**src/rtl/j1_io_uart.sv**
```systemverilog
// Memory-mapped 8N1 UART on the j1 I/O bus: TXDATA/STATUS/RXDATA/DIV at BASE..BASE+3.
// Reads are combinational; TX starts 1 clk after an accepted write; writes while busy are dropped.
module j1_io_uart #(
  parameter int               WIDTH     = 16,
  parameter logic [WIDTH-1:0] BASE      = 16'h1000,
  parameter logic [WIDTH-1:0] DIV_RESET = 16'd868
) (
  input  logic             clk,
  input  logic             rst_n,
  input  logic             io_we,
  input  logic             io_re,
  input  logic [WIDTH-1:0] io_ptr,
  input  logic [WIDTH-1:0] io_in,
  output logic [WIDTH-1:0] io_out,
  input  logic             uart_rx,
  output logic             uart_tx
);

  typedef enum logic [1:0] {S_IDLE, S_START, S_DATA, S_STOP} uart_st_t;

  localparam logic [WIDTH-1:0] A_TXDATA = BASE;
  localparam logic [WIDTH-1:0] A_STATUS = BASE + WIDTH'(1);
  localparam logic [WIDTH-1:0] A_RXDATA = BASE + WIDTH'(2);
  localparam logic [WIDTH-1:0] A_DIV    = BASE + WIDTH'(3);
  localparam logic [WIDTH-1:0] ONE      = WIDTH'(1);

  logic [WIDTH-1:0] r_div;

  uart_st_t         r_tx_st;
  logic [WIDTH-1:0] r_tx_cnt;
  logic [WIDTH-1:0] r_tx_div;
  logic [7:0]       r_tx_sh;
  logic [2:0]       r_tx_idx;
  logic             r_tx_rdy;
  logic             r_tx;

  logic             r_rx_s1;
  logic             r_rx_s2;
  uart_st_t         r_rx_st;
  logic [WIDTH-1:0] r_rx_cnt;
  logic [WIDTH-1:0] r_rx_div;
  logic [7:0]       r_rx_sh;
  logic [2:0]       r_rx_idx;
  logic [7:0]       r_rx_byte;
  logic             r_rx_vld;
  logic             r_rx_ovr;

  logic             w_wr_tx;
  logic             w_wr_div;
  logic             w_pop;
  logic             w_rx;
  logic             w_rx_done;
  logic [WIDTH-1:0] w_rd_dat;

  assign w_wr_tx   = io_we && (io_ptr == A_TXDATA);
  assign w_wr_div  = io_we && (io_ptr == A_DIV);
  assign w_pop     = io_re && (io_ptr == A_RXDATA);
  assign w_rx      = r_rx_s2;
  assign w_rx_done = (r_rx_st == S_STOP) && (r_rx_cnt == '0) && w_rx;
  assign uart_tx   = r_tx;
  assign io_out    = w_rd_dat;

  always_comb begin
    w_rd_dat = '0;
    if (io_ptr == A_STATUS) begin
      w_rd_dat[0] = r_tx_rdy;
      w_rd_dat[1] = r_rx_vld;
      w_rd_dat[2] = r_rx_ovr;
    end else if (io_ptr == A_RXDATA) begin
      w_rd_dat[7:0] = r_rx_byte;
    end else if (io_ptr == A_DIV) begin
      w_rd_dat = r_div;
    end
  end

  // Divisors below 2 would make the RX mid-bit point degenerate, so clamp.
  always_ff @(posedge clk or negedge rst_n) begin
    if (!rst_n) begin
      r_div <= DIV_RESET;
    end else if (w_wr_div) begin
      r_div <= (io_in < WIDTH'(2)) ? WIDTH'(2) : io_in;
    end
  end

  always_ff @(posedge clk or negedge rst_n) begin
    if (!rst_n) begin
      r_tx_st  <= S_IDLE;
      r_tx_cnt <= '0;
      r_tx_div <= DIV_RESET;
      r_tx_sh  <= '0;
      r_tx_idx <= '0;
      r_tx_rdy <= 1'b1;
      r_tx     <= 1'b1;
    end else begin
      case (r_tx_st)
        S_IDLE: begin
          if (w_wr_tx && r_tx_rdy) begin
            r_tx_sh  <= io_in[7:0];
            r_tx_rdy <= 1'b0;
            r_tx     <= 1'b0;
            r_tx_div <= r_div;
            r_tx_cnt <= r_div - ONE;
            r_tx_st  <= S_START;
          end
        end
        S_START: begin
          if (r_tx_cnt == '0) begin
            r_tx     <= r_tx_sh[0];
            r_tx_sh  <= r_tx_sh >> 1;
            r_tx_idx <= '0;
            r_tx_cnt <= r_tx_div - ONE;
            r_tx_st  <= S_DATA;
          end else begin
            r_tx_cnt <= r_tx_cnt - ONE;
          end
        end
        S_DATA: begin
          if (r_tx_cnt == '0) begin
            r_tx_cnt <= r_tx_div - ONE;
            if (r_tx_idx == 3'd7) begin
              r_tx    <= 1'b1;
              r_tx_st <= S_STOP;
            end else begin
              r_tx     <= r_tx_sh[0];
              r_tx_sh  <= r_tx_sh >> 1;
              r_tx_idx <= r_tx_idx + 3'd1;
            end
          end else begin
            r_tx_cnt <= r_tx_cnt - ONE;
          end
        end
        S_STOP: begin
          if (r_tx_cnt == '0) begin
            r_tx_rdy <= 1'b1;
            r_tx_st  <= S_IDLE;
          end else begin
            r_tx_cnt <= r_tx_cnt - ONE;
          end
        end
        default: r_tx_st <= S_IDLE;
      endcase
    end
  end

  always_ff @(posedge clk or negedge rst_n) begin
    if (!rst_n) begin
      r_rx_s1 <= 1'b1;
      r_rx_s2 <= 1'b1;
    end else begin
      r_rx_s1 <= uart_rx;
      r_rx_s2 <= r_rx_s1;
    end
  end

  // START waits half a bit so every later sample lands mid-bit.
  always_ff @(posedge clk or negedge rst_n) begin
    if (!rst_n) begin
      r_rx_st  <= S_IDLE;
      r_rx_cnt <= '0;
      r_rx_div <= DIV_RESET;
      r_rx_sh  <= '0;
      r_rx_idx <= '0;
    end else begin
      case (r_rx_st)
        S_IDLE: begin
          if (!w_rx) begin
            r_rx_div <= r_div;
            r_rx_cnt <= (r_div >> 1) - ONE;
            r_rx_st  <= S_START;
          end
        end
        S_START: begin
          if (r_rx_cnt == '0) begin
            if (w_rx) begin
              r_rx_st <= S_IDLE;
            end else begin
              r_rx_idx <= '0;
              r_rx_cnt <= r_rx_div - ONE;
              r_rx_st  <= S_DATA;
            end
          end else begin
            r_rx_cnt <= r_rx_cnt - ONE;
          end
        end
        S_DATA: begin
          if (r_rx_cnt == '0) begin
            r_rx_sh  <= {w_rx, r_rx_sh[7:1]};
            r_rx_cnt <= r_rx_div - ONE;
            if (r_rx_idx == 3'd7) begin
              r_rx_st <= S_STOP;
            end else begin
              r_rx_idx <= r_rx_idx + 3'd1;
            end
          end else begin
            r_rx_cnt <= r_rx_cnt - ONE;
          end
        end
        S_STOP: begin
          if (r_rx_cnt == '0) begin
            r_rx_st <= S_IDLE;
          end else begin
            r_rx_cnt <= r_rx_cnt - ONE;
          end
        end
        default: r_rx_st <= S_IDLE;
      endcase
    end
  end

  // A pop in the same cycle as a good stop frees the slot for the new byte.
  always_ff @(posedge clk or negedge rst_n) begin
    if (!rst_n) begin
      r_rx_byte <= '0;
      r_rx_vld  <= 1'b0;
      r_rx_ovr  <= 1'b0;
    end else if (w_rx_done) begin
      if (!r_rx_vld || w_pop) begin
        r_rx_byte <= r_rx_sh;
        r_rx_vld  <= 1'b1;
        r_rx_ovr  <= 1'b0;
      end else begin
        r_rx_ovr  <= 1'b1;
      end
    end else if (w_pop) begin
      r_rx_vld <= 1'b0;
      r_rx_ovr <= 1'b0;
    end
  end

endmodule

```
**config.mk**
```make
export PLATFORM = sky130hd
export DESIGN_NAME = j1_io_uart
export DESIGN_NICKNAME = d
export VERILOG_FILES = /design/src/rtl/j1_io_uart.sv
export SDC_FILE = /design/constraint.sdc
export NUM_CORES = 1
export LEC_CHECK = 0
export CORE_MARGIN = 2
export CORE_UTILIZATION = 38
export CTS_CLUSTER_DIAMETER = 60
export DETAILED_ROUTE_END_ITERATION = 12
export GPL_ROUTABILITY_DRIVEN = 0
export GPL_TIMING_DRIVEN = 0
export SLEW_MARGIN = 20
export SYNTH_ARGS = -nofsm -noshare
export SYNTH_HDL_FRONTEND = slang
export SYNTH_SLANG_ARGS = --single-unit
```
**constraint.sdc**
```tcl
create_clock -name clk -period 6.64 [get_ports clk]
set_input_delay 0.996 -clock clk [delete_from_list [all_inputs] [get_ports clk]]
set_output_delay 0.996 -clock clk [all_outputs]
set_load 0.03 [all_outputs]
```
==> results of run 1 <==
-- metal layers --
metal  global-route usage (%)  share of wire (%)
met1                     28.0                 47
met2                     30.9                 45
met3                     2.95                5.4
met4                     6.86                2.1
met5                        0                  0
-- cell type report --
| class | instances | share of cell area (%) |
|---|---|---|
| clock inverter | 14 | 1.28 |
| tap | 265 | 3.66 |
| timing repair buffer | 54 | 6.17 |
| buffer | 49 | 2.32 |
| multi-input combinational | 592 | 47.4 |
| inverter | 26 | 1.08 |
| clock buffer | 18 | 4.73 |
| sequential | 120 | 33.4 |
-- state kept, by name, summed over array words and instances (netlist names), named ones only --
name       count
r_rx_ovr       1
r_tx_st        2
r_rx_s2        1
r_tx_cnt      16
r_rx_st        1
uart_tx        1
r_rx_sh        8
r_rx_div      16
r_rx_byte      8
r_div         16
r_rx_vld       1
r_rx_idx       3
r_tx_rdy       1
r_rx_s1        1
r_tx_idx       3
r_tx_sh        8
r_tx_div      16
r_rx_cnt      16
-- through the flow --
step           instance area, sq um  instances  hold slack [ps]  TNS [ps]  power, uW
6_report                       9070       1138              355         0       1660
5_1_grt                        9070       1138              362         0       1710
4_1_cts                        9070       1138              356         0       1670
3_5_place_dp                   8520       1106              347         0        808
3_3_place_gp                   8490       1105              347    -26050        806
2_1_floorplan                  7630        787              345         0        763
-- how the worst max path moves through the flow --
stage	start	end	slack (ps)	cells after the start
2_1_floorplan	io_ptr[14]	io_out[6]	3210	6
3_3_place_gp	rst_n	r_tx_cnt[8]$_DFFE_PN0P_	-270	1
3_5_place_dp	io_ptr[4]	io_out[7]	1950	8
4_1_cts	io_ptr[4]	io_out[7]	1940	8
5_1_grt	io_ptr[4]	io_out[7]	1730	8
6_report	io_ptr[4]	io_out[7]	1940	8
-- logic make-up (layout without fill, tap and decap cells) --
logic type	after synthesis	in the layout	synth area share [%]
adders and majority gates	22	22	3.61
xor gates and xnor gates	65	65	7.46
DFF	120	120	39.7
and+or+nand+nor	266	266	18.8
buffers and inverters	75	161	4.03
AOI/OAI and AO/OA	151	151	13.6
muxes	88	88	12.9
-- cell usage in the layout (no fill, tap or decap), drive strengths merged, types with 6 or more instances in the layout --
cell type        n
or4              6
xor2            38
mux2            80
nand2           79
inv             32
a21oi           35
o21ai           35
nor2            51
dfstp           19
a221oi           6
nor2b            8
clkdlybuf4s50   52
xnor2           27
mux2i            8
dfrtp          101
nor3            27
nand3           20
clkbuf          56
a22o            18
ha              22
o211ai           8
and2             9
nand4            8
nand2b           7
nor4            20
buf             13
-- power breakdown --
part | total [uW] | leakage [uW] | internal (uW) | switching [uW]
registers | 739 | 0.00144 | 736 | 2.54
clock network | 866 | 0.000251 | 485 | 381
logic | 55.0 | 0.00220 | 27.9 | 27.1
total | 1660 | 0.00389 | 1250 | 411
==> flow_summary.toml, run 1 <==
[synthesis]
synthMostInstantiatedCell = "dfrtp_1"
postSynthAreaPerCell_sq_um = 9.69
synthesized_area_sq_um = 7630
synth.yosys.warnings = 0
synth.largest_area_cell = "dfrtp_1"
synth.yosys.seq_area_share_pct = 39.7
postSynth.topFlopCell = "dfrtp_1"
synth.top_cell.area_share_pct = 33.1
synthTopCellsByArea = "dfrtp_1 (33%), mux2_2 (12%), dfstp_2 (6.5%), xor2_1 (4.4%), nand2_1 (3.9%)"
synth-edff-count = 0
synthesis.nets = 846
synth.cells.most_frequent = "dfrtp_1 (101), nand2_1 (79), mux2_2 (78)"
synth-seq-cells = 120
synthesis.instances = 787
ys_types = 74
synth_async_sr_flop_share_pct = 100

[global_route]
grt_overflow_total = 0
grt_start_max_net_pins = 79
track_usage_pct = 19.8
antenna_found_initial = 0
vias_in_the_first_global_route = 6149
grt_pass1_wl_mm = 33.5

[setup_path]
worst_r2r_path_depth = 8
launch_instance_of_the_worst_register_to_register_path = "r_rx_cnt[0]$_DFFE_PN0P_"
critical_path.n_buffers_inverters = 4
cp_max_fo = 10
critical_path.max_stage_delay_ps = 680
crit_path_cell_chain = "clkdlybuf4s50_1 > nor4_1 > and4_1 > and3_1 > clkbuf_1 > clkbuf_1 > a22o_1 > clkdlybuf4s50_1"
crit_reg_reg_endpoint = "r_rx_cnt[6]$_DFFE_PN0P_"
required_ps = 5640
crit_type = "input port to primary output"
endpoint_kind = "primary output"
reg2reg_slack_ps = 3680
worst_path_dominant_cell_family = "buffers and inverters"
cpMaxStageDelayCell = "clkdlybuf4s50_1"
critPathArrivalTime_ps = 3700
cp-start-kind = "input port"

[die]
die_x_microns = 146
die_area_sq_um = 21200
core.rowCount = 51
core_sq_um = 19600
initial_core_utilization_pct = 38.9
chipHeight_microns = 146
floorplan.io_pins = 54

[power_and_ir_drop]
total_leakage_power_uw = 0.00389
peakVddDrop_mv = 0.155
power_density_nw_per_um2 = 183

[hold_path]
hp-start = "r_rx_s1$_DFF_PN1_"
holdPathEnd = "r_rx_s2$_DFF_PN1_"
hold_class = "flop to flop"
hold_depth = 0

[route]
drtIter0Drc = 421
drt-vias-per-instance = 5.52
drc = 0
antenna_violating_nets_remaining = 0
firstDrtPassIters = 5
routedWlPerCell_microns = 18.0
via_count = 6279
finalWirelength_mm = 20.5

[sta]
finalWorstPathRequiredPeriod_ps = 4700
rsz0062_at_grt = "no"
setup-violations-final = 0
layout_setup_ws_ps = 1940
fin_crit_sh_pct = 70.8
final_clock_skew_ps = 10.1
timing_max_transition_violations_final = 0
worst_pin_slew_ps = 1110
hold_viol_final = 0
achievable-frequency_ghz = 0.213
slew_headroom_pct = 25.6

[placed_design]
pre_cts_ws_ps = 1950
port_buffers = 53
dp_hpwl_mm = 14.7

[run]
max-cap-violations = 0

[cells_and_area]
layout.filler_cells = 1892
multi_input_area_sq_um = 4300
design.final.nets = 919
utilization_pct = 46.3
final_layout_size_suffix_gt1_share_pct = 18.0
antenna-diode-count = 0
seqCellArea_sq_um = 3030
syn_to_final_growth_pct = 18.8

[clock_network]
postCtsHoldBufs = 0
cts_made_buffers = 17
clk_pin_slew_ps = 60
clkLatencyLatePin_ps = 420
cts_max_path_bufs = 2
cts_tree = "done"
h-tree-depth = 4
cts_post_setup_buffers_inserted = 0
post_cts.resized_instances = 0
cts_num_sinks = 120
clock-root-buffer = "clkbuf_16"

[status]
run_status = "complete, no violations"
Note: power is estimated with default switching activity, not from simulation.
==> inputs of run 2 (changes only) <==
==> constraint.sdc (replaced) <==
create_clock -name clk -period 4.6 [get_ports clk]
set_input_delay 0.69 -clock clk [delete_from_list [all_inputs] [get_ports clk]]
set_output_delay 0.69 -clock clk [all_outputs]
set_load 0.03 [all_outputs]
==> results of run 2 <==
Same layout as run 1 (identical final DEF). Status: complete, no violations.
Among the figures that moved: setup slack after placement 1950 ps -> 519 ps; setup slack after layout 1940 ps -> 512 ps; hold slack 355 ps -> 185 ps; register-to-register setup slack 3680 ps -> 1640 ps; total power 1660 uW -> 2400 uW; worst IR drop on VDD 0.155 mV -> 0.223 mV
==> inputs of run 3 (changes only) <==
--- a/config.mk
+++ b/config.mk
@@ -11,7 +11,9 @@
 export DETAILED_ROUTE_END_ITERATION = 12
 export GPL_ROUTABILITY_DRIVEN = 0
 export GPL_TIMING_DRIVEN = 0
+export REMOVE_ABC_BUFFERS = 1
 export SLEW_MARGIN = 20
 export SYNTH_ARGS = -nofsm -noshare
 export SYNTH_HDL_FRONTEND = slang
 export SYNTH_SLANG_ARGS = --single-unit
+export TNS_END_PERCENT = 20
==> flow_summary.toml, run 3 (synthesized netlist as in run 1, its figures left out) <==
[die]
chipHeight_microns = 146
core.rowCount = 51
floorplan.io_pins = 54
core_sq_um = 19600
initial_core_utilization_pct = 38.9
die_area_sq_um = 21200
die_x_microns = 146

[route]
finalWirelength_mm = 20.1
via_count = 5994
drc = 0
routedWlPerCell_microns = 18.4
drtIter0Drc = 428
antenna_violating_nets_remaining = 0
firstDrtPassIters = 5
drt-vias-per-instance = 5.50

[status]
run_status = "complete, no violations"

[sta]
final_clock_skew_ps = 6.59
finalWorstPathRequiredPeriod_ps = 4060
worst_pin_slew_ps = 1080
fin_crit_sh_pct = 88.2
achievable-frequency_ghz = 0.246
slew_headroom_pct = 27.8
setup-violations-final = 0
total_negative_slack_ps = 0
timing_max_transition_violations_final = 0
hold_viol_final = 0
rsz0062_at_grt = "no"

[cells_and_area]
layout_commonest_cell = "dfrtp_1"
design.final.nets = 871
instances_no_fill = 1090
layout.filler_cells = 1892
antenna-diode-count = 0
syn_to_final_growth_pct = 17.7
postLayoutCellArea_sq_um = 8980
utilization_pct = 45.8
commonest_cells_after_routing_fill_and_taps_aside = "dfrtp_1 (101), nand2_1 (79), mux2_2 (78), clkdlybuf4s50_1 (52), nor2_1 (50)"
final_layout_size_suffix_gt1_share_pct = 18.5

[setup_path]
critical_path.max_stage_delay_ps = 680
cp-start-kind = "input port"
cpMaxStageDelayCell = "clkdlybuf4s50_1"
crit_path_cell_chain = "clkdlybuf4s50_1 > nor4b_1 > and4_1 > and3_1 > a22o_1 > clkdlybuf4s50_1"
required_ps = 3910
cp_common_cell = "clkdlybuf4s50_1"
cp_max_fo = 14
critical_path.n_buffers_inverters = 2
worst_path_dominant_cell_family = "simple AND/OR/NAND/NOR gates"
critPathArrivalTime_ps = 3370
endpoint_kind = "primary output"
crit_type = "input port to primary output"

[placed_design]
dp_hpwl_mm = 14.0
post_dp_cell_area_sq_um = 8340
port_buffers = 53
placedCellCount = 1058

[power_and_ir_drop]
cellInternalPower_uw = 2030
p_total_uw = 2590
total_leakage_power_uw = 0.00385
power_frac_clock_pct = 55.7
power.combinational.fraction_pct = 3.0
power.switching_fraction_pct = 21.6
switching_power_uw = 559
power.share.sequential_pct = 41.3
power_density_nw_per_um2 = 288
peakVddDrop_mv = 0.234

[hold_path]
hold_class = "input port to asynchronous set/reset pin"

[clock_network]
cts_post_setup_buffers_inserted = 0
cts_tree = "done"
clkLatencyLatePin_ps = 420
cts_max_path_bufs = 2
cts_num_sinks = 120
postCtsHoldBufs = 0
clock-root-buffer = "clkbuf_16"
clk_pin_slew_ps = 60
h-tree-depth = 4
post_cts.resized_instances = 0
cts_made_buffers = 17

[global_route]
grt_overflow_total = 0
grt_pass1_wl_mm = 33.0
grt_start_max_net_pins = 88
track_usage_pct = 19.5
vias_in_the_first_global_route = 6038
antenna_found_initial = 0

[run]
max-cap-violations = 0
run 3: changes by cell type in the layout (fill, tap and decap cells not counted), sizes merged:
cell    previous run  this run
bufinv             0         4
inv               32        28
buf               13         3
clkbuf            56        18
run 3: routing by layer:
layer  share of wire (%)  GRT usage (%)  up-vias
li1                    -              -     2896
met1                  47           26.6     2926
met2                  47           31.7      150
met3                 4.4           3.61       22
met4                 1.4           5.88        0
met5                   0              0        -
run 3: cell type report:
| cell class | count | area (sq um) | area share [%] |
|---|---|---|---|
| clock buffers | 18 | 439 | 4.89 |
| clock inverters | 14 | 198 | 2.20 |
| well taps | 265 | 332 | 3.69 |
| flip-flops and latches | 120 | 3030 | 33.7 |
| repair buffers | 55 | 574 | 6.40 |
| multi-input cells | 592 | 4310 | 48.0 |
| inverters | 26 | 97.6 | 1.09 |
run 3: stage by stage:
step | hold WS, ps | setup slack, ps
floorplan | 345 | 1970
global placement | 349 | -2130
detailed placement | 352 | 530
CTS | 121 | 528
global route | 129 | 479
finish | 127 | 543
run 3: path summary, 6_finish.rpt:
kind / from / endpoint / slack [ps] / cells past startpoint
max: io_ptr[14] / io_out[4] / 540 / 6
min: rst_n / r_rx_cnt[4]$_DFFE_PN0P_ / 130 / 1
max reg2reg: r_rx_cnt[0]$_DFFE_PN0P_ / r_rx_cnt[13]$_DFFE_PN0P_ / 1600 / 8
min reg2reg: r_rx_s1$_DFF_PN1_ / r_rx_s2$_DFF_PN1_ / 360 / 0
max in group asynchronous: rst_n / r_rx_div[2]$_DFFE_PN1P_ / 3700 / 2
min in group clk: r_rx_s1$_DFF_PN1_ / r_rx_s2$_DFF_PN1_ / 360 / 0
run 3: power by group through the flow:
stage	clock (uW)	sequential (uW)	combinational, uW
3_5_place_dp	0	1090	79.7
3_3_place_gp	0	1090	75.5
6_report	1440	1070	77.4
4_1_cts	1470	1070	79.9
2_1_floorplan	0	1090	15.6
5_1_grt	1520	1070	86.9
